--- src/rtl/hilo_mult_unit.sv ---
// HI/LO multiply unit: iterative radix-2 shift-add multiplier feeding the
// architectural HI/LO registers, with mfhi/mflo writeback muxing and hazard stall.
module hilo_mult_unit #(
    parameter int unsigned WIDTH = 32
) (
    input  logic             clk,
    input  logic             rst,
    input  logic             enhilo_EX,
    input  logic [3:0]       alu_op,
    input  logic [1:0]       regsel_EX,
    input  logic [WIDTH-1:0] rs_data,
    input  logic [WIDTH-1:0] rt_data,
    input  logic [WIDTH-1:0] alu_result,
    output logic [WIDTH-1:0] writeback_data,
    output logic [WIDTH-1:0] hi,
    output logic [WIDTH-1:0] lo,
    output logic             busy,
    output logic             done,
    output logic             stall
);

    typedef enum logic [1:0] {StIdle, StRun, StDone} state_e;

    localparam logic [5:0] LastCnt = 6'(WIDTH - 1);

    state_e               state_q, state_d;
    logic [5:0]           cnt_q, cnt_d;
    logic [2*WIDTH-1:0]   mcand_q, mcand_d;
    logic [WIDTH-1:0]     mplier_q, mplier_d;
    logic [2*WIDTH-1:0]   acc_q, acc_d;
    logic                 neg_q, neg_d;
    logic [WIDTH-1:0]     hi_q, hi_d;
    logic [WIDTH-1:0]     lo_q, lo_d;

    logic                 accept;
    logic                 signed_op;
    logic                 rs_neg, rt_neg;
    logic [WIDTH-1:0]     rs_mag, rt_mag;
    logic [2*WIDTH-1:0]   acc_step;
    logic [2*WIDTH-1:0]   product;

    // Magnitudes fit in WIDTH unsigned bits, including -2^(WIDTH-1).
    always_comb begin
        signed_op = (alu_op == 4'b0110);
        rs_neg    = signed_op & rs_data[WIDTH-1];
        rt_neg    = signed_op & rt_data[WIDTH-1];
        rs_mag    = rs_neg ? (~rs_data + 1'b1) : rs_data;
        rt_mag    = rt_neg ? (~rt_data + 1'b1) : rt_data;
        accept    = enhilo_EX && (state_q != StRun);
        acc_step  = acc_q + (mplier_q[0] ? mcand_q : '0);
        product   = neg_q ? (~acc_step + 1'b1) : acc_step;
    end

    always_comb begin
        state_d  = state_q;
        cnt_d    = cnt_q;
        mcand_d  = mcand_q;
        mplier_d = mplier_q;
        acc_d    = acc_q;
        neg_d    = neg_q;
        hi_d     = hi_q;
        lo_d     = lo_q;
        case (state_q)
            StIdle, StDone: begin
                state_d = StIdle;
                if (accept) begin
                    state_d  = StRun;
                    cnt_d    = '0;
                    mcand_d  = {{WIDTH{1'b0}}, rs_mag};
                    mplier_d = rt_mag;
                    acc_d    = '0;
                    neg_d    = rs_neg ^ rt_neg;
                end
            end
            StRun: begin
                acc_d    = acc_step;
                mcand_d  = mcand_q << 1;
                mplier_d = mplier_q >> 1;
                cnt_d    = cnt_q + 6'd1;
                // Final iteration folds straight into HI/LO so DONE sees the product.
                if (cnt_q == LastCnt) begin
                    state_d = StDone;
                    cnt_d   = '0;
                    hi_d    = product[2*WIDTH-1:WIDTH];
                    lo_d    = product[WIDTH-1:0];
                end
            end
            default: state_d = StIdle;
        endcase
    end

    always_ff @(posedge clk or negedge rst) begin
        if (!rst) begin
            state_q  <= StIdle;
            cnt_q    <= '0;
            mcand_q  <= '0;
            mplier_q <= '0;
            acc_q    <= '0;
            neg_q    <= 1'b0;
            hi_q     <= '0;
            lo_q     <= '0;
        end else begin
            state_q  <= state_d;
            cnt_q    <= cnt_d;
            mcand_q  <= mcand_d;
            mplier_q <= mplier_d;
            acc_q    <= acc_d;
            neg_q    <= neg_d;
            hi_q     <= hi_d;
            lo_q     <= lo_d;
        end
    end

    always_comb begin
        hi   = hi_q;
        lo   = lo_q;
        busy = (state_q == StRun);
        done = (state_q == StDone);
        stall = busy && ((regsel_EX == 2'd1) || (regsel_EX == 2'd2) || enhilo_EX);
        case (regsel_EX)
            2'd1:    writeback_data = hi_q;
            2'd2:    writeback_data = lo_q;
            default: writeback_data = alu_result;
        endcase
    end

endmodule

--- config.mk ---
export PLATFORM = sky130hd
export DESIGN_NAME = hilo_mult_unit
export DESIGN_NICKNAME = d
export VERILOG_FILES = /design/src/rtl/hilo_mult_unit.sv
export SDC_FILE = /design/constraint.sdc
export NUM_CORES = 1
export LEC_CHECK = 0
export BUFFER_PORTS_ARGS = -buffer_cell sky130_fd_sc_hd__buf_4
export CORE_MARGIN = 4
export CORE_UTILIZATION = 45
export DETAILED_ROUTE_END_ITERATION = 10
export PLACE_DENSITY_LB_ADDON = 0.1
export SETUP_SLACK_MARGIN = 0.4
export SYNTH_ARGS = -nofsm -noshare
export SYNTH_HDL_FRONTEND = slang
export SYNTH_SLANG_ARGS = --single-unit
--- constraint.sdc ---
create_clock -name clk -period 5.71 [get_ports clk]
set_input_delay 1.142 -clock clk [delete_from_list [all_inputs] [get_ports clk]]
set_output_delay 1.142 -clock clk [all_outputs]
set_load 0.05 [all_outputs]
==> summary.md <==
| Metric | Value |
|---|---|
| Post-CTS Hold Fix Bufs | `0` |
| Antenna diode count | `0` |
| Detailed Route Iter0 Violations | `1341` |
| Endpoints failing setup | `0` |
| Critical path class | `reg2reg` |
| Worst vdd ir | `0.224 mV` |
| Sequential group share of total power | `26.2%` |
| Crit. Startpoint | `mplier_q[0]` |
| Dpl ws | `between 0.4 and 0.5 ns` |
| Async set-reset flop share out of synthesis | `between 90% and 100%` |
| Cell with the most instances after synthesis | `nand2_1` |
| Die X | `between 200 and 250 um` |
| Run status | `completed` |
| Yosys warnings | `0` |
| Post-route setup slack | `0.568 ns` |
| Min-Delay Startpoint | `acc_q[0]` |
| DRC errors left | `0` |
| Commonest cells in the netlist | `nand2_1, o21ai_0, dfrtp_1, nor2_1, a21oi_1` |
| DP HPWL | `42.5 mm` |
| Clock H-tree levels | `1` |
| Crit path max fanout | `33` |
| Largest net degree at the start of global routing | `101` |
| Via-per-instance ratio | `5.99` |
| Post-synth EDFFs | `0` |
| Leak Pwr | `roughly 0.0086 uW` |
| RSZ-0062 raised after global routing | `no` |
| Post-Syn Instances | `around 2000` |
| Synth area leader | `dfrtp_1` |
| Routed WL per cell | `slightly above 20 um` |
| Critical Path RT | `6.11 ns` |
| P_int | `~5500 uW` |
| Die Area | `41100 um^2` |
| Clk pwr share | `between 15 and 20%` |
| Total GRT Usage | `25.9%` |
| P_sw | `5200 uW` |
| Global-route wire length before repair | `between 80 and 90 mm` |
| Worst clock skew | `0.0413 ns` |
| Final Hold Viols | `0` |
| Via count | `~16000` |
| Seq/Total Area, Yosys | `between 30 and 40%` |
| Min cycle time layout | `5.14 ns` |
| Post-Syn Area | `17100 um^2` |
| Worst r2r src | `mplier_q[0]` |
| DRT Pass-1 Iters | `5` |
| Tcrit/Tclk final | `around nine tenths` |
| Slew margin rel. | `under 10%` |
| Combinational fraction of design power | `57.3%` |
| Crit path DAT | `between 5 and 6 ns` |
| Switch share | `48.6%` |
| Clock Latency Late Sink | `0.58 ns` |
| Share of cells above drive strength 1 | `roughly 16%` |
| I/O Pins | `204` |
| Final core utilization | `about 53%` |
| Post-Route WL | `54.9 mm` |
| Initial antenna violation count | `0` |
| Pwr Density | `534 nW/um^2` |
| Syn avg cell area | `about 8.4 um^2` |
| Mapped Nets | `2208` |
| Critical path endpoint category | `flip-flop` |
| Fin. max-slew vios | `0` |
| Top post-synthesis cells by area | `dfrtp_1, o21ai_0, nand2_1, ha_1, xor2_1` |
| Routed Antenna Nets | `0` |
| RD Place Congestion | `approximately 1.0` |
| Final non-filler cell total | `2713` |
| Nets | `2355` |
| Distinct cells, synth | `98` |
| Hold/Removal Path Class | `reg2reg` |
| Total negative setup slack | `0 ns` |
| Clk root buf | `clkbuf_16` |
| Cts bufs inserted | `28` |
| Slew @ Worst Pin | `1.39 ns` |
| Placed Cells | `2661` |
| Buffers added on ports | `203` |
| Number of synthesized register bits | `between 200 and 250` |
| Reg2Reg Depth | `17` |
| Core area | `37500 um^2` |
| Vias in the first global route | `between 15000 and 20000` |
| Fmax | `194 MHz` |
| Max Cap Viol | `0` |
| CTS tree | `built` |
| GR Overflow Total | `0` |
| Worst setup SP type | `flip-flop` |
| Top-area cell type share of the netlist area | `34.2%` |
| Core Rows | `71` |
| Clock sink total | `between 200 and 250` |
| Die H | `203 um` |
| Clock-pin transition on the worst setup and hold timing paths | `~0.060 ns` |
| Initial Util | `45.5%` |
| Primary FF master, synth | `dfrtp_1` |
| Layout fillers | `3647` |
| Clk buf depth | `3` |
| Area Growth Syn to Fin | `17.4%` |
| Worst hold path depth | `2` |
## worst paths after layout
path                                     to  slack [ns]
worst max-delay path                 hi[12]        0.57
worst min-delay path               acc_q[0]        0.49
worst max register to register       hi[12]        0.57
worst min register to register     acc_q[0]        0.49
max in group asynchronous       mcand_q[34]        4.00
min in group asynchronous            lo[15]        0.60
## sequential cells by signal, summed over array words and instances, names as in the netlist
name      cells
state_q       2
acc_q        64
cnt_q         6
neg_q         1
mplier_q     32
hi           32
lo           32
mcand_q      64
## cell families (layout without fill, tap and decap cells)
kind of cell    Yosys count  after routing  synth area share, %
xor+xnor                161            161                 8.27
flops                   233            233                 34.2
fa+ha+maj                70             70                 5.18
compound gates          753            753                 29.7
buf+inv                 160            329                 3.73
simple gates            652            652                 18.6
mux                       4              4                0.249
## what timing repair did
action / 4_1_cts / 5_1_grt
gates resized for setup: 0 / 12
hold endpoints to repair: 0 / 0
setup endpoints to repair: 0 / 23
buffers inserted: 0 / 0
## worst max-delay path, cell delays in order (launching register included)
cell       delay, ns
dfrtp_2         0.46
buf_4           0.22
buf_4           0.23
and2_1          0.18
ha_1            0.42
nand2_1         0.15
o21ai_1         0.41
a21o_1          0.28
or2_2           0.16
nor4_1          0.05
a2111oi_0       1.16
buf_4           0.30
a211oi_1        0.07
and3_1          0.23
nand4_1         0.18
nand2_1         0.09
xnor2_1         0.29
o21ai_0         0.11
## metrics by stage
step | power [uW] | hold WS [ns] | instance area (um^2)
floorplan | 6780 | 0.456 | 17100
global placement | 8760 | 0.476 | 19100
detailed placement | 8840 | 0.482 | 19100
CTS | 10600 | 0.496 | 20000
global route | 11400 | 0.522 | 20000
finish | 10700 | 0.493 | 20000
## layout by cell type (no fill, tap or decap), types with 31 or more instances in the layout
| master | n |
|---|---|
| a21oi_1 | 114 |
| a22o_1 | 78 |
| a22oi_1 | 96 |
| and2_1 | 79 |
| buf_4 | 243 |
| dfrtp_1 | 231 |
| ha_1 | 68 |
| inv_1 | 31 |
| nand2_1 | 254 |
| nand4_1 | 33 |
| nor2_1 | 116 |
| nor3_1 | 31 |
| o21ai_0 | 237 |
| o21ai_1 | 38 |
| xnor2_1 | 77 |
| xor2_1 | 84 |
## area by class of cell
| class | count | area [um^2] | share of cell area (%) |
|---|---|---|---|
| Timing Repair Buffer | 245 | 1860 | 9.28 |
| Inverter | 32 | 123 | 0.612 |
| Clock buffer | 41 | 820 | 4.09 |
| Tap cell | 511 | 639 | 3.19 |
| Multi-Input combinational cell | 1640 | 10700 | 53.2 |
| Clock inverter | 11 | 93.8 | 0.469 |
| Sequential cell | 233 | 5830 | 29.1 |
## metal layers
layer / share of wire (%) / global-route usage, % / wire (um) / up-vias
li1: - / - / - / 7815
met1: 46 / 38.3 / 25400 / 7809
met2: 45 / 41.0 / 24500 / 557
met3: 6.5 / 2.75 / 3550 / 81
met4: 2.5 / 6.57 / 1400 / 0
met5: 0 / 0 / 0 / -
## power groups by stage
stage | logic, uW | clock network, uW | registers, uW
finish | 6120 | 1760 | 2800
global route | 6640 | 1880 | 2880
CTS | 6040 | 1800 | 2800
detailed placement | 6030 | 0 | 2820
global placement | 5950 | 0 | 2810
floorplan | 3660 | 0 | 3120
(Power assumes the default switching activity.)
